===== src/rtl/cpu_seq_pkg.sv =====
// Shared definitions for the CPU program sequencer: FSM state encoding,
// CPU opcode constants and the layout of a 12-bit program word.
package cpu_seq_pkg;

    typedef enum logic [2:0] {
        ST_LOAD  = 3'd0,
        ST_ISSUE = 3'd1,
        ST_GAP   = 3'd2,
        ST_WAIT  = 3'd3,
        ST_DONE  = 3'd4
    } seq_state_t;

    localparam logic [3:0] OP_ADD   = 4'b0000;
    localparam logic [3:0] OP_SUB   = 4'b0001;
    localparam logic [3:0] OP_STORE = 4'b0010;
    localparam logic [3:0] OP_LOAD  = 4'b0011;
    localparam logic [3:0] OP_AND   = 4'b0101;
    localparam logic [3:0] OP_OR    = 4'b0110;
    localparam logic [3:0] OP_XOR   = 4'b0111;
    localparam logic [3:0] OP_NOT   = 4'b1000;
    localparam logic [3:0] OP_SHL   = 4'b1001;
    localparam logic [3:0] OP_NOP   = 4'b1110;
    localparam logic [3:0] OP_HALT  = 4'b1111;

    // Program word = {opcode, data, addr}, four bits each
    localparam int WORD_W     = 12;
    localparam int OPC_LSB    = 8;
    localparam int DATA_LSB   = 4;
    localparam int ADDR_LSB   = 0;
    localparam int PROG_DEPTH = 16;

    function automatic logic [3:0] word_opcode(input logic [WORD_W-1:0] w);
        return w[OPC_LSB +: 4];
    endfunction

    function automatic logic [3:0] word_data(input logic [WORD_W-1:0] w);
        return w[DATA_LSB +: 4];
    endfunction

    function automatic logic [3:0] word_addr(input logic [WORD_W-1:0] w);
        return w[ADDR_LSB +: 4];
    endfunction

endpackage


===== src/rtl/seq_program_mem.sv =====
// 16 x 12 program store: one synchronous write port, one asynchronous read
// port. Contents are deliberately not reset; the word count qualifies them.
module seq_program_mem
    import cpu_seq_pkg::*;
(
    input  logic              clk,
    input  logic              we,
    input  logic [3:0]        waddr,
    input  logic [WORD_W-1:0] wdata,
    input  logic [3:0]        raddr,
    output logic [WORD_W-1:0] rdata
);

    logic [WORD_W-1:0] mem [PROG_DEPTH];

    // Write the offered word into the addressed entry
    always_ff @(posedge clk) begin
        if (we) begin
            mem[waddr] <= wdata;
        end
    end

    assign rdata = mem[raddr];

endmodule


===== src/rtl/cpu_program_sequencer.sv =====
// Loads up to 16 program words, then replays them to a CPU: each word is
// held for HOLD_CYCLES cycles followed by GAP_CYCLES cycles of NOP, with
// optional single-stepping, HALT detection, abort and clear.
module cpu_program_sequencer
    import cpu_seq_pkg::*;
#(
    parameter int HOLD_CYCLES = 4,
    parameter int GAP_CYCLES  = 2
) (
    input  logic              clk,
    input  logic              rst,
    input  logic              load_valid,
    input  logic [WORD_W-1:0] load_word,
    output logic              load_ready,
    input  logic              run,
    input  logic              clear,
    input  logic              abort,
    input  logic              step_mode,
    input  logic              step,
    output logic [3:0]        cpu_opcode,
    output logic [3:0]        cpu_data,
    output logic [3:0]        cpu_addr,
    output logic              cpu_we,
    output logic [3:0]        pc,
    output logic              busy,
    output logic              done
);

    // Terminal values of the shared hold/gap counter
    localparam logic [3:0] HOLD_LAST = 4'(HOLD_CYCLES - 1);
    localparam logic [3:0] GAP_LAST  = 4'(GAP_CYCLES - 1);

    seq_state_t        state;
    logic [4:0]        count;
    logic [3:0]        cnt;
    logic [WORD_W-1:0] cur_word;
    logic              wr_en;
    logic [4:0]        count_after_wr;
    logic              last_word;
    seq_state_t        gap_next;
    logic              issuing;

    // A word is stored only in LOAD, with room left, and when clear is not winning
    assign wr_en          = (state == ST_LOAD) && !clear && load_valid && !count[4];
    assign count_after_wr = count + {4'd0, wr_en};
    assign last_word      = (({1'b0, pc} + 5'd1) == count);
    assign gap_next       = last_word ? ST_DONE : (step_mode ? ST_WAIT : ST_ISSUE);

    seq_program_mem u_mem (
        .clk   (clk),
        .we    (wr_en),
        .waddr (count[3:0]),
        .wdata (load_word),
        .raddr (pc),
        .rdata (cur_word)
    );

    // Sequencer FSM: program count, program counter and hold/gap timing
    always_ff @(posedge clk) begin
        if (rst) begin
            state <= ST_LOAD;
            count <= 5'd0;
            pc    <= 4'd0;
            cnt   <= 4'd0;
        end else begin
            case (state)
                ST_LOAD: begin
                    if (clear) begin
                        count <= 5'd0;
                    end else begin
                        count <= count_after_wr;
                        if (run && (count_after_wr != 5'd0)) begin
                            state <= ST_ISSUE;
                            pc    <= 4'd0;
                            cnt   <= 4'd0;
                        end
                    end
                end
                ST_ISSUE: begin
                    if (abort) begin
                        state <= ST_LOAD;
                        pc    <= 4'd0;
                        cnt   <= 4'd0;
                    end else if (word_opcode(cur_word) == OP_HALT) begin
                        state <= ST_DONE;
                    end else if (cnt == HOLD_LAST) begin
                        cnt <= 4'd0;
                        if (GAP_CYCLES == 0) begin
                            state <= gap_next;
                            if (!last_word) pc <= pc + 4'd1;
                        end else begin
                            state <= ST_GAP;
                        end
                    end else begin
                        cnt <= cnt + 4'd1;
                    end
                end
                ST_GAP: begin
                    if (abort) begin
                        state <= ST_LOAD;
                        pc    <= 4'd0;
                        cnt   <= 4'd0;
                    end else if (cnt == GAP_LAST) begin
                        cnt   <= 4'd0;
                        state <= gap_next;
                        if (!last_word) pc <= pc + 4'd1;
                    end else begin
                        cnt <= cnt + 4'd1;
                    end
                end
                ST_WAIT: begin
                    if (abort) begin
                        state <= ST_LOAD;
                        pc    <= 4'd0;
                        cnt   <= 4'd0;
                    end else if (step || !step_mode) begin
                        state <= ST_ISSUE;
                        cnt   <= 4'd0;
                    end
                end
                ST_DONE: begin
                    if (abort) begin
                        state <= ST_LOAD;
                        pc    <= 4'd0;
                        cnt   <= 4'd0;
                    end else if (clear) begin
                        state <= ST_LOAD;
                        count <= 5'd0;
                        pc    <= 4'd0;
                    end else if (run) begin
                        state <= ST_ISSUE;
                        pc    <= 4'd0;
                        cnt   <= 4'd0;
                    end
                end
                default: begin
                    state <= ST_LOAD;
                    count <= 5'd0;
                    pc    <= 4'd0;
                    cnt   <= 4'd0;
                end
            endcase
        end
    end

    // CPU-facing outputs decode from registered state only; HALT is never driven
    always_comb begin
        issuing    = (state == ST_ISSUE) && (word_opcode(cur_word) != OP_HALT);
        cpu_opcode = issuing ? word_opcode(cur_word) : OP_NOP;
        cpu_data   = issuing ? word_data(cur_word) : 4'd0;
        cpu_addr   = issuing ? word_addr(cur_word) : 4'd0;
        cpu_we     = issuing && (word_opcode(cur_word) == OP_STORE);
        load_ready = (state == ST_LOAD) && !count[4];
        busy       = (state == ST_ISSUE) || (state == ST_GAP) || (state == ST_WAIT);
        done       = (state == ST_DONE);
    end

endmodule


===== config.mk =====
export PLATFORM = sky130hd
export DESIGN_NAME = cpu_program_sequencer
export DESIGN_NICKNAME = d
export VERILOG_FILES = /design/src/rtl/cpu_seq_pkg.sv /design/src/rtl/seq_program_mem.sv /design/src/rtl/cpu_program_sequencer.sv
export SDC_FILE = /design/constraint.sdc
export NUM_CORES = 1
export LEC_CHECK = 0
export ABC_AREA = 0
export CORE_MARGIN = 3
export CORE_UTILIZATION = 60
export CTS_BUF_LIST = sky130_fd_sc_hd__clkbuf_2
export DETAILED_ROUTE_END_ITERATION = 8
export PLACE_DENSITY = 0.79
export REMOVE_ABC_BUFFERS = 1
export SLEW_MARGIN = 20
export SYNTH_ARGS = -nofsm -noshare
export SYNTH_HDL_FRONTEND = slang
export SYNTH_SLANG_ARGS = --single-unit
export TNS_END_PERCENT = 5

===== constraint.sdc =====
create_clock -name clk -period 6.17 [get_ports clk]
set_input_delay 1.234 -clock clk [delete_from_list [all_inputs] [get_ports clk]]
set_output_delay 1.234 -clock clk [all_outputs]
set_load 0.05 [all_outputs]

==> key figures, run 1 <==
Outcome
  • Status: finished clean

STA
  • Tmin final: 5540 ps
  • Worst Clk Skew: 51.8 ps
  • Slew at the pin with the worst max-slew slack: 1090 ps
  • Relative slew slack: 26.6%
  • Fmax: 0.180 GHz
  • Crit share post-route: 89.9%
  • Setup TNS: 0 ps
  • Unrepaired setup endpoints after global routing: false
  • Slew Viols, Final: 0
  • Setup violators final: 0
  • Hold Vio Cnt, Final: 0

Routing
  • Vias per cell: 6.37
  • Highest routed layer: met4
  • Via count: 5107
  • DR pass1 iterations: 5
  • # DRC: 0
  • WL met2: 9290 um
  • Initial DRC count: 462
  • Wl on met1: 7590 um
  • Antenna-violating nets left: 0
  • DR WL/cell: 23.9 um
  • DR WL met3: 1740 um
  • Final wirelength: 19200 um

Layout
  • Layout cells sized above 1: 24.6%
  • Area delta synth->final: 12.2%
  • Fin nets: 607
  • Most common cell after layout, fill and taps aside: edfxtp_1
  • Cell area after layout: 0.00994 mm^2
  • Most frequent cells in the layout: edfxtp_1 (192), clkbuf_2 (70), mux4_2 (41), clkdlybuf4s50_1 (39), nor2_1 (26)

Power and ir drop
  • P_int: 1.97 mW
  • IR drop worst, VDD: 0.169 mV
  • Logic pwr share: 5.3%
  • Sequential share of power: 60.5%
  • Power density over the cells: 262 mW/mm^2
  • LEAKAGE: 3.25 nW
  • Clock power frac: 34.2%
  • NetSw: 0.633 mW
  • Switch share: 24.3%

GRT
  • Antenna violations before repair: 0
  • Vias in the first global route: 5218
  • Largest net degree at the start of global routing: 43
  • Total grt overflow: 0
  • Total GRT Usage: 24.7%
  • First-pass GRT wire length: 29700 um

Logic synthesis
  • Synth Cell Area: 0.00886 mm^2
  • Synthesis Warnings: 0
  • Unique masters post-synth: 60
  • Post-Syn Instances: 506
  • Post-synth EDFFs: 192
  • Ys flop type: edfxtp_1
  • Post-synthesis sequential area ratio: 69.6%
  • Synth Area per Inst: 17.5 um^2
  • Post-synthesis async set-or-reset flop share: 0%
  • Synthesized flop and latch total: 212

CTS
  • Clk_lat worst skew: 820 ps
  • TritonCTS Buffers: 51
  • Clock Tree Buf Depth: 3
  • H-tree depth: 2
  • Root Buffer Master: clkbuf_2
  • CTS tree: done
  • Post-cts sizing count: 0
  • Post-CTS Setup Bufs: 0
  • CTS Hold Bufs: 0
  • Number of clock sinks: 212
  • Clk pin slew, worst setup/hold paths: 110 ps

Floorplan
  • Core Area: 0.0141 mm^2
  • Total die area: 0.0163 mm^2
  • Die X: 128 um
  • Total I/O pin count: 40
  • Die height: 128 um
  • Row count: 43
  • Initial Util: 62.6%

Worst setup path
  • CP Cell Sequence: mux2i_1 -> a221oi_1 -> a22oi_1 -> a22oi_2 -> nand3_2 -> and3_1 -> clkdlybuf4s50_1
  • Crit path max fanout: 42
  • Critical path's slowest cell: dfxtp_4
  • Critical R2R Launch: state[0]
  • R2R depth: 12
  • Startpoint class of the critical path: flip-flop
  • Critical path type: reg -> out
  • Setup crit end kind: output port
  • Critical Path AT: 4310 ps
  • Slowest stage delay, CP: 850 ps
  • Required @ worst endpoint: 4940 ps
  • Reg2Reg Setup Slack: 2340 ps

Placed design
  • Input/output buffers: 39
  • Cell Area, Placed: 0.00947 mm^2
  • Hpwl dp: 11100 um
  • Gpl congestion: 0.892

Hold path
  • Worst Hold Launch: cnt[0]
  • Hold path depth: 2
  • Endpoint, Worst Hold: cnt[0]
  • Hold Path Class: reg -> reg

Run
  • Max_cap viols: 0
Yosys cell counts, types with 2 or more instances:
| cell | number | share of area [%] |
|---|---|---|
| buf_2 | 7 | 0.40 |
| o21ai_0 | 6 | 0.34 |
| or3b_2 | 2 | 0.20 |
| nand3b_1 | 3 | 0.25 |
| nor2b_1 | 4 | 0.28 |
| nand4_1 | 2 | 0.14 |
| nor4_1 | 2 | 0.14 |
| ha_1 | 6 | 0.85 |
| mux4_2 | 41 | 10 |
| nor3_1 | 10 | 0.57 |
| o31ai_1 | 2 | 0.17 |
| nand2b_1 | 11 | 0.78 |
| xnor2_1 | 2 | 0.20 |
| nand3_1 | 11 | 0.62 |
| and3_1 | 10 | 0.71 |
| xor2_1 | 2 | 0.20 |
| a21o_1 | 5 | 0.42 |
| nand2_1 | 16 | 0.68 |
| or3_1 | 2 | 0.14 |
| inv_1 | 6 | 0.25 |
| mux2i_1 | 16 | 1.8 |
| a221oi_1 | 9 | 0.89 |
| clkbuf_1 | 17 | 0.72 |
| o21bai_1 | 2 | 0.17 |
| nor4b_1 | 2 | 0.20 |
| edfxtp_1 | 192 | 65 |
| nor3b_1 | 2 | 0.17 |
| a31oi_1 | 2 | 0.14 |
| a21oi_1 | 18 | 1.0 |
| nor2_1 | 35 | 1.5 |
| buf_6 | 2 | 0.25 |
| mux4_1 | 8 | 2.4 |
| dfxtp_1 | 20 | 4.5 |
| a22oi_1 | 5 | 0.42 |
power by group through the flow:
stage / clock (mW) / sequential, mW / combinational (mW)
after global placement: 0 / 1.61 / 0.131
final: 0.892 / 1.58 / 0.137
after detailed placement: 0 / 1.61 / 0.135
after floorplan: 0 / 1.61 / 0.0739
after global routing: 0.997 / 1.58 / 0.147
after CTS: 0.915 / 1.58 / 0.136
per-stage QoR:
| stage | util (%) | std cells | hold slack, ps | total power, mW | worst slack [ps] |
|---|---|---|---|---|---|
| after detailed placement | 66.9 | 708 | 536 | 1.75 | 1480 |
| after floorplan | - | 479 | 492 | 1.68 | -451 |
| after global placement | 66.9 | 708 | 516 | 1.74 | 1560 |
| after CTS | 70.2 | 801 | 560 | 2.63 | 556 |
| final | 70.2 | 802 | 561 | 2.61 | 625 |
| after global routing | 70.2 | 801 | 591 | 2.72 | 372 |
critical path: cells and delay by family, from the launching register on:
family	cells	cell delay (ps)
buffers and inverters	1	700
and+or+nand+nor	2	760
DFF	1	850
muxes	1	190
AOI/OAI and AO/OA	3	990
routing by layer:
| layer | up-vias | global-route usage [%] |
|---|---|---|
| met5 | - | 0 |
| met4 | 0 | 9.21 |
| met3 | 42 | 6.10 |
| met2 | 281 | 39.7 |
| met1 | 2536 | 33.4 |
| li1 | 2248 | - |
how the worst max path moves through the flow:
stage,start,endpoint,slack (ps),cells after the start
after global routing,flip-flop,cpu_opcode[0],370,7
final,flip-flop,cpu_opcode[0],630,7
after floorplan,flip-flop,cpu_we,-450,4
after global placement,flip-flop,cpu_opcode[0],1560,6
after detailed placement,flip-flop,cpu_opcode[0],1480,7
after CTS,flip-flop,cpu_opcode[0],560,7
cells by family (layout without fill, tap and decap cells):
family,Yosys count,in the layout,share of synthesized area [%]
other,0,1,0
multiplexers,65,65,14.6
XOR/XNOR,5,5,0.650
adder cells (fa/ha/maj),6,6,0.848
buffers and inverters,33,148,1.85
AND/OR/NAND/NOR,119,119,7.08
AO/OA/AOI/OAI,66,66,5.35
flip-flops,212,212,69.6
cell type report:
cell class | instances | area, um^2
repair buffers | 49 | 465
fillers | 896 | 4210
diodes | 1 | 2.50
flip-flops and latches | 212 | 6170
clock buffers | 70 | 350
inverters | 6 | 22.5
multi-input cells | 261 | 2580
clock inverters | 23 | 118
well taps | 180 | 225
state kept, by name, indices dropped and copies added, names as in the netlist, named ones only:
name,flops
count,5
u_mem.mem,192
cnt,4
state,3
pc,4
Power figures use the tool's default switching activity.
==> inputs of run 2 (changes only) <==
--- a/config.mk
+++ b/config.mk
@@ -5,7 +5,6 @@
 export SDC_FILE = /design/constraint.sdc
 export NUM_CORES = 1
 export LEC_CHECK = 0
-export ABC_AREA = 0
 export CORE_MARGIN = 3
 export CORE_UTILIZATION = 60
 export CTS_BUF_LIST = sky130_fd_sc_hd__clkbuf_2
==> results of run 2 <==
Same layout as run 1: the final DEF is identical, and so are final timing and power.
